File: config.mk
export PLATFORM = sky130hd
export DESIGN_NAME = door_lock_ctrl
export DESIGN_NICKNAME = d
export VERILOG_FILES = /design/src/rtl/door_lock_pkg.sv /design/src/rtl/door_lock_timer.sv /design/src/rtl/door_lock_ctrl.sv
export SDC_FILE = /design/constraint.sdc
export NUM_CORES = 1
export LEC_CHECK = 0
export BUFFER_PORTS_ARGS = -buffer_cell sky130_fd_sc_hd__buf_2
export CORE_MARGIN = 4
export CORE_UTILIZATION = 45
export CTS_CLUSTER_SIZE = 30
export DETAILED_ROUTE_END_ITERATION = 8
export PLACE_DENSITY = 0.65
export SYNTH_ARGS = -nofsm -noshare
export SYNTH_HDL_FRONTEND = slang
export SYNTH_SLANG_ARGS = --single-unit
File: constraint.sdc
create_clock -name clk -period 1.9 [get_ports clk]
set_clock_uncertainty 0.05 [all_clocks]
set_input_delay 0.095 -clock clk [delete_from_list [all_inputs] [get_ports clk]]
set_output_delay 0.095 -clock clk [all_outputs]
set_load 0.01 [all_outputs]
File: src/rtl/door_lock_pkg.sv
// Shared types for the door lock controller: FSM state encoding and default code width.
// Ports: none (package only).
// Imported by door_lock_ctrl and available to door_lock_timer users.
package door_lock_pkg;

  typedef enum logic [2:0] {
    IDLE    = 3'd0,
    ENTRY   = 3'd1,
    CHECK   = 3'd2,
    OPEN    = 3'd3,
    LOCKOUT = 3'd4
  } state_e;

  localparam int DEFAULT_CODE_LEN = 4;

endpackage

File: src/rtl/door_lock_timer.sv
// Loadable down-counter with a done flag, used for the door-open / lockout windows
// and the optional inter-bit timeout.
// Ports: clk, reset (sync, active-low), load_i/load_val_i (load count), en_i (decrement),
//        done_o (high while the count is on its last cycle).
module door_lock_timer #(
  parameter int W = 4
) (
  input  logic         clk,
  input  logic         reset,
  input  logic         load_i,
  input  logic [W-1:0] load_val_i,
  input  logic         en_i,
  output logic         done_o
);

  logic [W-1:0] cnt_q;

  always_ff @(posedge clk) begin
    if (!reset) begin
      cnt_q <= '0;
    end else if (load_i) begin
      cnt_q <= load_val_i;
    end else if (en_i && (cnt_q != '0)) begin
      cnt_q <= cnt_q - W'(1);
    end
  end

  // A window loaded with N is held for N enabled cycles; the Nth one sees count==1.
  assign done_o = (cnt_q <= W'(1));

endmodule

File: src/rtl/door_lock_ctrl.sv
// Serial keypad lock: shifts in a CODE_LEN-bit code, compares with the stored code,
// opens for OPEN_CYCLES on match, counts failures and locks out after MAX_FAILS.
// Ports: clk, reset (sync, active-low), bit_valid/bit_in/clear (entry), prog_en/prog_code
//        (reprogram while open); outputs door_open, busy, locked_out, alarm, fail_cnt, entry_cnt.
// Optional: define DOOR_LOCK_TIMEOUT_EN to abort stalled entries after TIMEOUT_CYCLES idle cycles.
module door_lock_ctrl
  import door_lock_pkg::*;
#(
  parameter int                  CODE_LEN       = DEFAULT_CODE_LEN,
  parameter logic [CODE_LEN-1:0] DEFAULT_CODE   = 4'b1011,
  parameter int                  OPEN_CYCLES    = 8,
  parameter int                  MAX_FAILS      = 3,
  parameter int                  LOCKOUT_CYCLES = 16,
  parameter int                  TIMEOUT_CYCLES = 32
) (
  input  logic                             clk,
  input  logic                             reset,
  input  logic                             bit_valid,
  input  logic                             bit_in,
  input  logic                             clear,
  input  logic                             prog_en,
  input  logic [CODE_LEN-1:0]              prog_code,
  output logic                             door_open,
  output logic                             busy,
  output logic                             locked_out,
  output logic                             alarm,
  output logic [$clog2(MAX_FAILS+1)-1:0]   fail_cnt,
  output logic [$clog2(CODE_LEN+1)-1:0]    entry_cnt
);

  localparam int FW    = $clog2(MAX_FAILS + 1);
  localparam int EW    = $clog2(CODE_LEN + 1);
  localparam int MAXW1 = (OPEN_CYCLES > LOCKOUT_CYCLES) ? OPEN_CYCLES : LOCKOUT_CYCLES;
  localparam int MAXW  = (MAXW1 > TIMEOUT_CYCLES) ? MAXW1 : TIMEOUT_CYCLES;
  localparam int TW    = $clog2(MAXW + 1);

  state_e               state_q, state_d;
  logic [CODE_LEN-1:0]  code_q, code_d;
  logic [CODE_LEN-1:0]  shift_q, shift_d;
  logic [EW-1:0]        entry_cnt_q, entry_cnt_d;
  logic [FW-1:0]        fail_cnt_q, fail_cnt_d;
  logic                 door_open_q, door_open_d;
  logic                 busy_q, busy_d;
  logic                 locked_out_q, locked_out_d;
  logic                 alarm_q, alarm_d;

  logic                 win_load, win_done, fail_evt;
  logic [TW-1:0]        win_val;

  // OPEN and LOCKOUT are mutually exclusive, so they share one window timer.
  door_lock_timer #(.W(TW)) u_win_timer (
    .clk        (clk),
    .reset      (reset),
    .load_i     (win_load),
    .load_val_i (win_val),
    .en_i       ((state_q == OPEN) || (state_q == LOCKOUT)),
    .done_o     (win_done)
  );

`ifdef DOOR_LOCK_TIMEOUT_EN
  logic to_done;
  // Reloaded on every accepted bit; counts down only while waiting in ENTRY.
  door_lock_timer #(.W(TW)) u_to_timer (
    .clk        (clk),
    .reset      (reset),
    .load_i     (bit_valid && ((state_q == IDLE) || ((state_q == ENTRY) && !clear))),
    .load_val_i (TW'(TIMEOUT_CYCLES)),
    .en_i       (state_q == ENTRY),
    .done_o     (to_done)
  );
`endif

  // State and registered outputs.
  always_ff @(posedge clk) begin
    if (!reset) begin
      state_q      <= IDLE;
      code_q       <= DEFAULT_CODE;
      shift_q      <= '0;
      entry_cnt_q  <= '0;
      fail_cnt_q   <= '0;
      door_open_q  <= 1'b0;
      busy_q       <= 1'b0;
      locked_out_q <= 1'b0;
      alarm_q      <= 1'b0;
    end else begin
      state_q      <= state_d;
      code_q       <= code_d;
      shift_q      <= shift_d;
      entry_cnt_q  <= entry_cnt_d;
      fail_cnt_q   <= fail_cnt_d;
      door_open_q  <= door_open_d;
      busy_q       <= busy_d;
      locked_out_q <= locked_out_d;
      alarm_q      <= alarm_d;
    end
  end

  // Next-state and datapath.
  always_comb begin
    state_d     = state_q;
    code_d      = code_q;
    shift_d     = shift_q;
    entry_cnt_d = entry_cnt_q;
    fail_cnt_d  = fail_cnt_q;
    win_load    = 1'b0;
    win_val     = '0;
    fail_evt    = 1'b0;

    case (state_q)
      IDLE: begin
        if (bit_valid) begin
          shift_d     = {shift_q[CODE_LEN-2:0], bit_in};
          entry_cnt_d = EW'(1);
          state_d     = (CODE_LEN == 1) ? CHECK : ENTRY;
        end
      end
      ENTRY: begin
        if (clear) begin
          shift_d     = '0;
          entry_cnt_d = '0;
          state_d     = IDLE;
        end else if (bit_valid) begin
          shift_d     = {shift_q[CODE_LEN-2:0], bit_in};
          entry_cnt_d = entry_cnt_q + EW'(1);
          if (entry_cnt_q == EW'(CODE_LEN - 1)) state_d = CHECK;
        end
`ifdef DOOR_LOCK_TIMEOUT_EN
        else if (to_done) begin
          fail_evt = 1'b1;
        end
`endif
      end
      CHECK: begin
        if (shift_q == code_q) begin
          fail_cnt_d  = '0;
          entry_cnt_d = '0;
          shift_d     = '0;
          state_d     = OPEN;
          win_load    = 1'b1;
          win_val     = TW'(OPEN_CYCLES);
        end else begin
          fail_evt = 1'b1;
        end
      end
      OPEN: begin
        if (prog_en) begin
          code_d  = prog_code;
          state_d = IDLE;
        end else if (win_done) begin
          state_d = IDLE;
        end
      end
      LOCKOUT: begin
        if (win_done) begin
          fail_cnt_d = '0;
          state_d    = IDLE;
        end
      end
      default: state_d = IDLE;
    endcase

    // Failed entry (mismatch in CHECK or timeout abort in ENTRY).
    if (fail_evt) begin
      shift_d     = '0;
      entry_cnt_d = '0;
      if ((int'(fail_cnt_q) + 1) < MAX_FAILS) begin
        fail_cnt_d = fail_cnt_q + FW'(1);
        state_d    = IDLE;
      end else begin
        fail_cnt_d = FW'(MAX_FAILS);
        state_d    = LOCKOUT;
        win_load   = 1'b1;
        win_val    = TW'(LOCKOUT_CYCLES);
      end
    end
  end

  // Output decode from the next state so the registered outputs line up with state_q.
  always_comb begin
    door_open_d  = (state_d == OPEN);
    busy_d       = (state_d == ENTRY) || (state_d == CHECK);
    locked_out_d = (state_d == LOCKOUT);
    alarm_d      = (state_d == LOCKOUT) && (state_q != LOCKOUT);
  end

  assign door_open  = door_open_q;
  assign busy       = busy_q;
  assign locked_out = locked_out_q;
  assign alarm      = alarm_q;
  assign fail_cnt   = fail_cnt_q;
  assign entry_cnt  = entry_cnt_q;

endmodule

=== Word-level counts from Yosys, hierarchy flattened ===
Cells that the tools add are included.

* Bits in registers: 26
* Output and inout bits: 9
* Word-level logic and storage cells: 83

* Add/subtract/negate cells: 4
* Magnitude comparators: 2
* Eq/ne operators: 16
* Mux-type cells: 36
* Bitwise logic cells: 1
* Reduce and logical (&&, ||, !) cells: 14

{| class="wikitable"
|+ Operators by type and width
! operator !! count
|-
| 3-bit 2-to-1 mux || 13
|-
| 6-bit 2-to-1 mux || 4
|-
| 4-bit 2-to-1 mux || 5
|-
| 3-bit by 2-bit equality test with 1-bit output, second input constant || 5
|-
| 3-bit one-hot mux with 5 select lines || 1
|-
| 4-bit one-hot mux with 3 select lines || 1
|-
| 3-bit != test, second input constant || 3
|-
| 3-bit one-hot mux with 3 select lines || 1
|-
| 2-bit 2-to-1 mux || 4
|-
| 3-bit by 1-bit equality test with 1-bit output, second input constant || 2
|-
| 3-bit equality test, second input constant || 2
|-
| 6-bit by 1-bit less-or-equal comparator with 1-bit output, second input constant || 1
|-
| 1-bit 2-to-1 mux || 6
|-
| 3-bit nonzero test || 2
|-
| 6-bit nonzero test || 1
|-
| 6-bit by 1-bit subtractor with 6-bit output, second input constant || 1
|-
| 4-bit equality test || 1
|-
| 2-bit != test, second input constant || 2
|-
| 2-bit one-hot mux with 2 select lines || 1
|-
| 2-bit AND reduction || 2
|-
| 4-bit AND reduction || 1
|-
| 2-bit by 1-bit adder with 3-bit output, second input constant || 1
|-
| 3-bit by 1-bit adder with 3-bit output, second input constant || 1
|-
| 3-bit logical NOT || 1
|-
| 9 further kinds || 11
|}

=== Logic depth before layout (Yosys ltp) ===
Gate-level depths: netlist (run 1).

* Depth in word-level cells: 8
* Depth in mapped cells: 6
* Gate-level depth less buffers: 6

=== By module ===
A second synthesis (run 1) with hierarchy kept.

* Cell total of the unflattened synthesis: 166
* Area, all modules: 1448.9 µm²

{| class="wikitable"
|+ Modules (own cells, without submodules)
! module !! instances !! cells each !! area an instance (µm²) !! sequential area each (µm²)
|-
| door_lock_ctrl || 1 || 111 || 1001.0 || 400.4
|-
| door_lock_timer || 1 || 55 || 447.9 || 120.1
|}

=== Worst setup path after synthesis (run 1) ===
No wires, ideal clock.

* Path kind: reg2reg
* Start point: register shift_q[1]
* End point: register shift_q[0]
* Setup time: 72 ps
* Arrival: 1409 ps
* Data required time: 1778 ps
* Path slack: 370 ps
* Stages on the path, launching flop included: 6
* Buffers on the path: 0
* Clock period less this slack: 1530 ps
* Path through: dfxtp_1 > xor2_1 > nor4_4 > nand2b_2 > a21oi_4 > mux2i_1

* Cells in the longest elaborated chain, start to end: 4
* Elaborated cells on any way between the ends: 6
* Those cells by class: eq/ne (2); mux (2); reduce/logical (2)

{| class="wikitable"
|+ RTL lines
! what !! line !! text
|-
| start: declaration || door_lock_ctrl.sv:39 || <nowiki>logic [CODE_LEN-1:0] shift_q, shift_d;</nowiki>
|-
| start signal: assignment || door_lock_ctrl.sv:88 || <nowiki>shift_q <= shift_d;</nowiki>
|-
| 4-bit equality test (*) || door_lock_ctrl.sv:134 || <nowiki>if (shift_q == code_q) begin</nowiki>
|-
| 1-bit 2-to-1 mux || door_lock_ctrl.sv:134 ||
|-
| 1-bit 2-to-1 mux || door_lock_ctrl.sv:109 || <nowiki>case (state_q)</nowiki>
|-
| 2-bit OR reduction (no line) || - ||
|}

Mark *: on every way between the ends. The rest lies on a longest branch, timed or not.
A chain may end at the register's enable or synchronous reset.

=== Final worst setup path (run 1) ===
* Start point: register state_q[0]
* End point: register u_win_timer.cnt_q[4]

* Cells in the longest elaborated chain, start to end: 5
* Elaborated cells on any way between the ends: 12
* Those cells by class: eq/ne (3); mux (6); reduce/logical (3)

{| class="wikitable"
|+ RTL lines
! what !! line !! text
|-
| start: declaration || door_lock_ctrl.sv:37 || <nowiki>state_e state_q, state_d;</nowiki>
|-
| start signal: assignment || door_lock_ctrl.sv:86 || <nowiki>state_q <= state_d;</nowiki>
|-
| 3-bit by 2-bit equality test with 1-bit output || door_lock_ctrl.sv:109 ||
|-
| 1-bit 2-to-1 mux || door_lock_ctrl.sv:109 ||
|-
| 1-bit 2-to-1 mux || door_lock_ctrl.sv:166 || <nowiki>if ((int'(fail_cnt_q) + 1) < MAX_FAILS) begin</nowiki>
|-
| 1-bit 2-to-1 mux || door_lock_ctrl.sv:163 || <nowiki>if (fail_evt) begin</nowiki>
|-
| 6-bit 2-to-1 mux / 2-bit nonzero test (equally long branches) || - ||
|-
| end signal: assignment || door_lock_timer.sv:22 || <nowiki>cnt_q <= load_val_i;</nowiki>
|-
| end signal: assignment || door_lock_timer.sv:24 || <nowiki>cnt_q <= cnt_q - W'(1);</nowiki>
|-
| end: declaration || door_lock_timer.sv:16 || <nowiki>logic [W-1:0] cnt_q;</nowiki>
|}

Several ways; a longest one is shown, not always the timed one.

==> metrics.txt, run 1 <==
RD Place Congestion 0.812; DR WL/cell 12.7 um; drt pass-1 iters 4; endpoint class of the critical path flop; worst vdd ir 339 uV; final hold vios 0; WS Path Type flop to flop; Iteration-0 DRC Markers 40; #FFs+latches synth 26; synth unique cells 38; clock sinks 26; Slew Viols, Final 0; GRT Overall Usage 0.144; Die X 62.5 um; pwr/cell area 586 mW/mm^2; HP Class input port to flop; post-synthesis area per instance 8.97 sq um; Final Setup Violations 0; Core Rows 19; Starting Density 0.476; Die Area 0.00391 sq mm; io pins 19; RSZ-0062 raised after global routing no; Clock transition at path regs 0.14 ns; htree depth 1; actual slew at the worst max-slew pin 0.427 ns; TNS Setup 0 ns; synthesized area 0.00134 sq mm; Period Utilization, post-route 0.902; vias in the first global route 1068; worst hold slack 0.0401 ns; Post-Synthesis Cells 149; asr flop ratio synth 0; Most used DFF post-synth dfxtp_1; antenna-violating nets left 0; max-cap violations 0; Routed WL 2630 um; Worst Path Arrival 1.89 ns; CTS Buf Count 3; clk_lat worst skew 0.32 ns; Worst R2R Setup Slack 0.19 ns; leakage power total 0.662 nW; Core ar. 0.00281 sq mm; Post-synth EDFFs 0; vias 1105; sequential fraction of the synthesis area 0.390; Tmin final 1.71 ns; Slew headroom 0.713; post-CTS sizing 0; Warnings, synthesis 0; # nets final 192; Worst setup SP type flop; die height 62.5 um; largest net degree at the start of global routing 16; initial antenna violation count 0; largest fanout on the critical path 15; Max Clk Rate 583 MHz; port bufs 18; Final Util 0.558; first-pass GRT wire length 4690 um; share of layout cells above drive strength 1 0.199; Remaining DRCs 0; WP data required 2.08 ns; TritonCTS clock tree built; fin area 0.00157 sq mm; placed inst area 0.00147 sq mm; outcome completed; Detail Placement HPWL 2030 um; remaining global-route overflow 0; Mapped Nets 164; synth-to-layout area growth 17.2%; mean number of vias per cell 5.34; CTS max path bufs 2; clock root cell clkbuf_4; antenna cell count 0
[Yosys cell counts (2+ instances only)]
| cell type | instances | share of area |
|---|---|---|
| a211oi_1 | 2 | 0.011 |
| a21oi_1 | 7 | 0.026 |
| and3_1 | 2 | 0.0094 |
| buf_2 | 2 | 0.0075 |
| clkbuf_1 | 2 | 0.0056 |
| dfxtp_1 | 26 | 0.39 |
| ha_1 | 5 | 0.047 |
| inv_1 | 5 | 0.014 |
| mux2i_1 | 10 | 0.075 |
| nand2_1 | 20 | 0.056 |
| nand2b_1 | 6 | 0.028 |
| nand3b_1 | 3 | 0.017 |
| nor2_1 | 18 | 0.051 |
| nor4_1 | 2 | 0.0094 |
| nor4_4 | 2 | 0.032 |
| o21ai_0 | 9 | 0.034 |
| xor2_1 | 7 | 0.046 |
[power by group]
group	internal [mW]	switching [mW]	total, mW	leakage [nW]
combinational	0.0358	0.0370	0.0728	0.431
sequential	0.553	0.00942	0.562	0.211
clock	0.117	0.166	0.284	0.0210
[path summary, 6_finish.rpt]
kind | endpoint | cells past startpoint | startpoint
worst min register to register | shift_q[3] | 2 | shift_q[3]
worst min-delay path | busy | 3 | bit_valid
worst max register to register | u_win_timer.cnt_q[4] | 5 | state_q[0]
worst max-delay path | u_win_timer.cnt_q[4] | 5 | state_q[0]
[stage by stage]
step,instances,total power [mW],worst slack (ns)
after floorplan,149,0.614,0.370
after global placement,197,0.636,0.231
after global routing,207,0.965,0.0453
after CTS,207,0.928,0.171
final,207,0.919,0.186
after detailed placement,197,0.638,0.193
[state kept, by name (all words and copies together), names as in the netlist, 2 cells and up]
| signal | flops |
|---|---|
| u_win_timer.cnt_q | 6 |
| code_q | 4 |
| shift_q | 4 |
| entry_cnt | 3 |
| state_q | 3 |
| fail_cnt | 2 |
[routing by layer]
layer / track usage / up-vias / wire (um)
met5: 0 / - / 0
met4: 0.0413 / 0 / 29
met1: 0.196 / 513 / 1310
li1: - / 570 / -
met3: 0.0288 / 4 / 89
met2: 0.230 / 18 / 1200
[cells by family after synthesis]
group | synth area share
simple gates | 0.267
compound gates | 0.142
buf+inv | 0.0272
flops | 0.390
fa+ha+maj | 0.0468
mux | 0.0749
xor+xnor | 0.0524
[cell usage in the layout, fill, tap and decap left out, types with 2 or more instances in the layout]
master         synthesis  routed
dfxtp_1               26      26
nand2_1               20      20
nor2_1                18      18
buf_2                  2      18
mux2i_1               10      10
o21ai_0                9       9
xor2_1                 7       7
a21oi_1                7       7
nand2b_1               6       6
dlygate4sd3_1          0       6
inv_1                  5       5
ha_1                   5       5
nand3b_1               3       3
clkbuf_4               0       3
buf_4                  0       3
nor4_4                 2       2
a211oi_1               2       2
nor4_1                 2       2
and3_1                 2       2
[layout make-up]
cell class | instances | area (sq um)
Clock buffer | 4 | 36.3
Fill cell | 264 | 1240
Inverter | 5 | 18.8
Multi-Input combinational cell | 114 | 779
Sequential cell | 26 | 520
Tap cell | 31 | 38.8
Timing Repair Buffer | 27 | 173
[timing repair]
action / in CTS / in global routing
hold endpoints to repair: 5 / 0
hold buffers: 6 / 0
setup buffers: 0 / 0
[critical path, cell delays in order, from the launching register on]
cell,delay (ns)
dfxtp_1,0.47
or3b_4,0.46
a22oi_4,0.27
nand3_2,0.11
xor2_1,0.18
a21oi_2,0.08
No activity file was read; power rests on OpenSTA's default activity.
==> run 2: changes to the inputs <==
--- a/config.mk
+++ b/config.mk
@@ -5,12 +5,13 @@
 export SDC_FILE = /design/constraint.sdc
 export NUM_CORES = 1
 export LEC_CHECK = 0
+export ABC_AREA = 1
 export BUFFER_PORTS_ARGS = -buffer_cell sky130_fd_sc_hd__buf_2
 export CORE_MARGIN = 4
 export CORE_UTILIZATION = 45
 export CTS_CLUSTER_SIZE = 30
 export DETAILED_ROUTE_END_ITERATION = 8
-export PLACE_DENSITY = 0.65
+export PLACE_DENSITY = 0.71
 export SYNTH_ARGS = -nofsm -noshare
 export SYNTH_HDL_FRONTEND = slang
 export SYNTH_SLANG_ARGS = --single-unit
==> constraint.sdc (replaced) <==
create_clock -name clk -period 1.94 [get_ports clk]
set_clock_uncertainty 0.05 [all_clocks]
set_input_delay 0.097 -clock clk [delete_from_list [all_inputs] [get_ports clk]]
set_output_delay 0.097 -clock clk [all_outputs]
set_load 0.01 [all_outputs]
==> run 2 against run 1 <==
Against the previous run:
- total power up 2.6%
- synthesized cell count increased by 38%
- global-route usage is 0.79 points higher
- non-clock buffer count is 3 lower
- maximum frequency up 14%
- cell count is 33% higher
- clock power barely moved
- die area rose by 5.2%
- via count increased by 15%
- final area is 4.9% higher
- count of clock-buffer cells in the layout unchanged
- critical path type unchanged
- largest power group unchanged
==> metrics.txt, run 2 <==
outcome completed; vias in the first global route 1152; endpoint class of the critical path flop; HP Class input port to flop; antenna-violating nets left 0; largest fanout on the critical path 5; clock root cell clkbuf_4; Worst setup SP type flop; synth-to-layout area growth 16.0%; sequential fraction of the synthesis area 0.367; Core Rows 20; WP data required 2.13 ns; Slew Viols, Final 0; most common cell after layout, fill and taps aside nand2_1; worst vdd ir 459 uV; share of layout cells above drive strength 1 0.185; die height 64.1 um; port bufs 18; first-pass GRT wire length 4910 um; fin area 0.00164 sq mm; # nets final 248; Post-Synthesis Cells 206; leakage power total 0.862 nW; clk_lat worst skew 0.33 ns; Die X 64.1 um; Final Util 0.543; GRT Overall Usage 0.152; Reg with most FFs u_win_timer.cnt_q; vias 1274; Warnings, synthesis 0; antenna cell count 0; largest net degree at the start of global routing 15; Yosys top cell area share 0.367; initial antenna violation count 0; post-CTS sizing 0; CTS max path bufs 2; Final Setup Violations 0; final hold vios 0; CTS Buf Count 3; clock sinks 26; RR Endpoint busy; Core ar. 0.00303 sq mm; htree depth 1; drt pass-1 iters 2; remaining global-route overflow 0; max FFs per register 6; Worst path most repeated cell nand2_1; synth unique cells 26; Max Clk Rate 663 MHz; Remaining DRCs 0; pwr/cell area 574 mW/mm^2; min-delay src prog_en; mean number of vias per cell 4.62; most common cell in the netlist nand2_1; Hold Path Depth 3; TritonCTS clock tree built; DR WL/cell 9.93 um; TNS Setup 0 ns; Most used DFF post-synth dfxtp_1; Period Utilization, post-route 0.777; Power Total 942 uW; RSZ-0062 raised after global routing no; Iteration-0 DRC Markers 29; Mapped Nets 221; Area contributors post-synth dfxtp_1, nand2_1, nor2_1, inv_1, nand3_1; WS Path Type flop to flop; dominant cell type by area after synthesis dfxtp_1; Starting Density 0.468; Tmin final 1.51 ns; post-synthesis area per instance 6.88 sq um; synthesized area 0.00142 sq mm; biggest regs u_win_timer.cnt_q: 6 flops, code_q: 4 flops, shift_q: 4 flops; Routed WL 2740 um; actual slew at the worst max-slew pin 0.493 ns; Die Area 0.00411 sq mm; Clock transition at path regs 0.15 ns; Reg-to-Reg Start u_win_timer.cnt_q[0]; crit-path cells inv_1 > ha_1 > inv_1 > nand2_1 > nand3_1 > nand2_1 > nand3_1 > nand2_1 > inv_1 > nand2_1 > nand2_1 > nor2_1; max-cap violations 0; placed inst area 0.00155 sq mm; CP max stage cell dfxtp_1; Worst Hold End code_q[2]; Detail Placement HPWL 2070 um; most frequent cells in the layout nand2_1, nor2_1, inv_1, dfxtp_1, buf_2; Worst Path Arrival 1.70 ns; max incr delay on CP 0.38 ns; io pins 19; Slew headroom 0.671; FF-to-FF path depth 12; RD Place Congestion 0.844; #FFs+latches synth 26; asr flop ratio synth 0; Commonest cells post-synth nand2_1, nor2_1, inv_1, dfxtp_1, nand3_1; Post-synth EDFFs 0; Worst R2R Setup Slack 0.43 ns
[run 2: cell count changes after synthesis, sizes merged, moves of 4 or more]
cell,delta
inv,+29
mux2i,-10
nand2,+31
nand2b,-7
nand3,+15
nand4,+6
nor2,+19
nor4,-4
xor2,-5
[run 2: how the worst max path moves through the flow]
| stage | from | to | slack (ns) | cells past startpoint |
|---|---|---|---|---|
| 4_1_cts | u_win_timer.cnt_q[0] | busy | 0.41 | 12 |
| 5_1_grt | u_win_timer.cnt_q[1] | busy | 0.24 | 12 |
| 2_1_floorplan | entry_cnt[0] | busy | 0.59 | 10 |
| 3_5_place_dp | u_win_timer.cnt_q[0] | busy | 0.46 | 12 |
| 6_report | u_win_timer.cnt_q[0] | busy | 0.43 | 12 |
| 3_3_place_gp | u_win_timer.cnt_q[0] | busy | 0.42 | 12 |
[run 2: layout make-up]
class	count	area, sq um
Fill cell	294	1390
Multi-Input combinational cell	144	751
Sequential cell	26	520
Timing Repair Buffer	24	150
Inverter	34	130
Tap cell	44	55.1
Clock buffer	4	36.3
[run 2: critical path: cells and delay by family, from the launching register on]
family | cells | cell delay, ns
adders and majority gates | 1 | 0.22
buffers and inverters | 3 | 0.24
and+or+nand+nor | 8 | 0.53
DFF | 1 | 0.38
[run 2: logic make-up after synthesis]
logic type      share of synthesized area
simple gates                        0.383
compound gates                     0.0848
flops                               0.367
fa+ha+maj                          0.0442
xor+xnor                           0.0186
buf+inv                             0.102
[run 2: layer usage]
| layer | GRT usage | part of all wire | vias up |
|---|---|---|---|
| met4 | 0.0633 | 0.017 | 0 |
| li1 | - | - | 704 |
| met1 | 0.188 | 0.50 | 554 |
| met3 | 0.0387 | 0.030 | 4 |
| met5 | 0 | 0 | - |
| met2 | 0.250 | 0.45 | 12 |
[run 2: repair_timing]
| item | CTS | global route |
|---|---|---|
| hold buffers | 6 | 0 |
| hold endpoints to repair | 7 | 0 |
| setup buffers | 0 | 0 |
[run 2: power breakdown]
part / internal [mW] / switching [mW] / leakage [nW]
clock network: 0.115 / 0.169 / 0.0210
registers: 0.546 / 0.0104 / 0.211
logic: 0.0437 / 0.0578 / 0.630
total: 0.705 / 0.237 / 0.862
[run 2: through the flow]
stage | worst slack, ns | cells | hold slack [ns]
after CTS | 0.414 | 276 | 0.0644
final | 0.433 | 276 | 0.0723
after floorplan | 0.588 | 206 | 0.145
after global placement | 0.418 | 266 | 0.266
after global routing | 0.244 | 276 | 0.0820
after detailed placement | 0.455 | 266 | 0.268
==> run 3: changes to the inputs <==
==> constraint.sdc (replaced) <==
create_clock -name clk -period 1.4 [get_ports clk]
set_clock_uncertainty 0.05 [all_clocks]
set_input_delay 0.07 -clock clk [delete_from_list [all_inputs] [get_ports clk]]
set_output_delay 0.07 -clock clk [all_outputs]
set_load 0.01 [all_outputs]
==> run 3 against run 2 <==
Against the previous run:
- clock power up 7%
- total power up 32%
- die area unchanged
- wire length up 15%
- largest cell class unchanged
==> metrics.txt, run 3 (synthesis results as in run 2) <==
outcome completed; mean number of vias per cell 4.71; Final Setup Violations 0; vias in the first global route 1209; GRT Overall Usage 0.154; Die X 64.1 um; # fillers 277; final instance count without filler cells 283; pwr/cell area 675 mW/mm^2; die height 64.1 um; clock sinks 26; fin area 0.00184 sq mm; Worst Setup Slack, final 0.00681 ns; max incr delay on CP 0.37 ns; Worst setup SP type flop; drt pass-1 iters 4; antenna-violating nets left 0; TNS Setup 0 ns; synth-to-layout area growth 30.1%; endpoint class of the critical path flop; Core ar. 0.00303 sq mm; Reg with most FFs u_win_timer.cnt_q; HP Class input port to flop; Slew Viols, Final 0; final hold vios 0; Worst Path Arrival 1.56 ns; # nets final 256; CP top delay family simple AND/OR/NAND/NOR gates; WS Path Type flop to flop; Die Area 0.00411 sq mm; share of layout cells above drive strength 1 0.389; Critical path buffers and inverters 3; Power Total 1.24 mW; actual slew at the worst max-slew pin 0.534 ns; Period Utilization, post-route 0.995; Placed Cells 271; vias 1332; placed inst area 0.00158 sq mm; Routed WL 3150 um; clock root cell clkbuf_4; WP data required 1.57 ns; DR WL/cell 11.1 um; RD Place Congestion 0.823; max FFs per register 6; Max Clk Rate 718 MHz; remaining global-route overflow 0; Core Rows 20; CTS Buf Count 3; pre-CTS setup slack -0.00865 ns; biggest regs u_win_timer.cnt_q: 6 flops, code_q: 4 flops, shift_q: 4 flops; CP max stage cell dfxtp_2; antenna cell count 0; largest fanout on the critical path 4; crit-path cells inv_2 > nand2_1 > nand2_2 > nor2_4 > nand2_2 > nand2_4 > buf_12 > nand2_1 > inv_2 > nand2_2 > nand2_1 > nor2_1; crit path launch shift_q[0]; CTS max path bufs 2; initial antenna violation count 0; Iteration-0 DRC Markers 50; io pins 19; Reg-to-Reg Start shift_q[0]; most frequent cells in the layout nand2_1, nor2_1, inv_1, buf_2, nand2_2; Tmin final 1.39 ns; leakage power total 0.923 nW; Starting Density 0.468; RSZ-0062 raised after global routing yes; min-delay src prog_en; TritonCTS clock tree built; htree depth 1; max-cap violations 0; largest net degree at the start of global routing 14; Remaining DRCs 0; Slew headroom 0.644; port bufs 18; Detail Placement HPWL 2190 um; clk_lat worst skew 0.31 ns; Clock transition at path regs 0.13 ns; first-pass GRT wire length 5090 um; worst vdd ir 697 uV
## run 3: area by class of cell
class | count | area, sq um | share of cell area
clock buffer | 3 | 22.5 | 0.0122
multi-input combinational | 144 | 868 | 0.471
tap | 44 | 55.1 | 0.0299
sequential | 26 | 539 | 0.293
inverter | 34 | 135 | 0.0733
timing repair buffer | 32 | 223 | 0.121
## run 3: where the power goes
group	total [mW]	switching [mW]	internal, mW	leakage [nW]
combinational	0.171	0.0984	0.0727	0.694
sequential	0.770	0.0142	0.755	0.216
clock	0.303	0.203	0.101	0.0138
total	1.24	0.315	0.929	0.923
## run 3: through the flow
| step | hold WS (ns) | util |
|---|---|---|
| 6_report | 0.0641 | 0.609 |
| 3_5_place_dp | 0.239 | 0.523 |
| 2_1_floorplan | 0.118 | - |
| 3_3_place_gp | 0.239 | 0.523 |
| 4_1_cts | 0.0580 | 0.553 |
| 5_1_grt | 0.0408 | 0.609 |
## run 3: repair_timing
| action | 4_1_cts | 5_1_grt |
|---|---|---|
| pin swaps | 2 | 17 |
| hold buffers | 6 | 0 |
| setup endpoints to repair | 7 | 18 |
| hold endpoints to repair | 7 | 0 |
| buffers inserted | 0 | 3 |
| resized for setup | 7 | 49 |
## run 3: path summary, 6_finish.rpt
| path | endpoint | slack (ns) | depth (start not counted) |
|---|---|---|---|
| hold reg to reg | code_q[2] | 0.43 | 2 |
| setup reg to reg | busy | 0.007 | 12 |
| setup / recovery | busy | 0.007 | 12 |
| hold / removal | code_q[2] | 0.06 | 3 |
## run 3: metal layers
metal  vias up  share of wire  GRT usage
met5         -              0          0
met4         0         0.0060     0.0343
met3         2          0.031     0.0387
met2        21           0.52      0.268
met1       598           0.44      0.191
li1        711              -          -
## run 3: worst min-delay path, stage by stage
cell and delay [ns]:
buf_2 0.10, nand4_1 0.15, a21oi_1 0.08
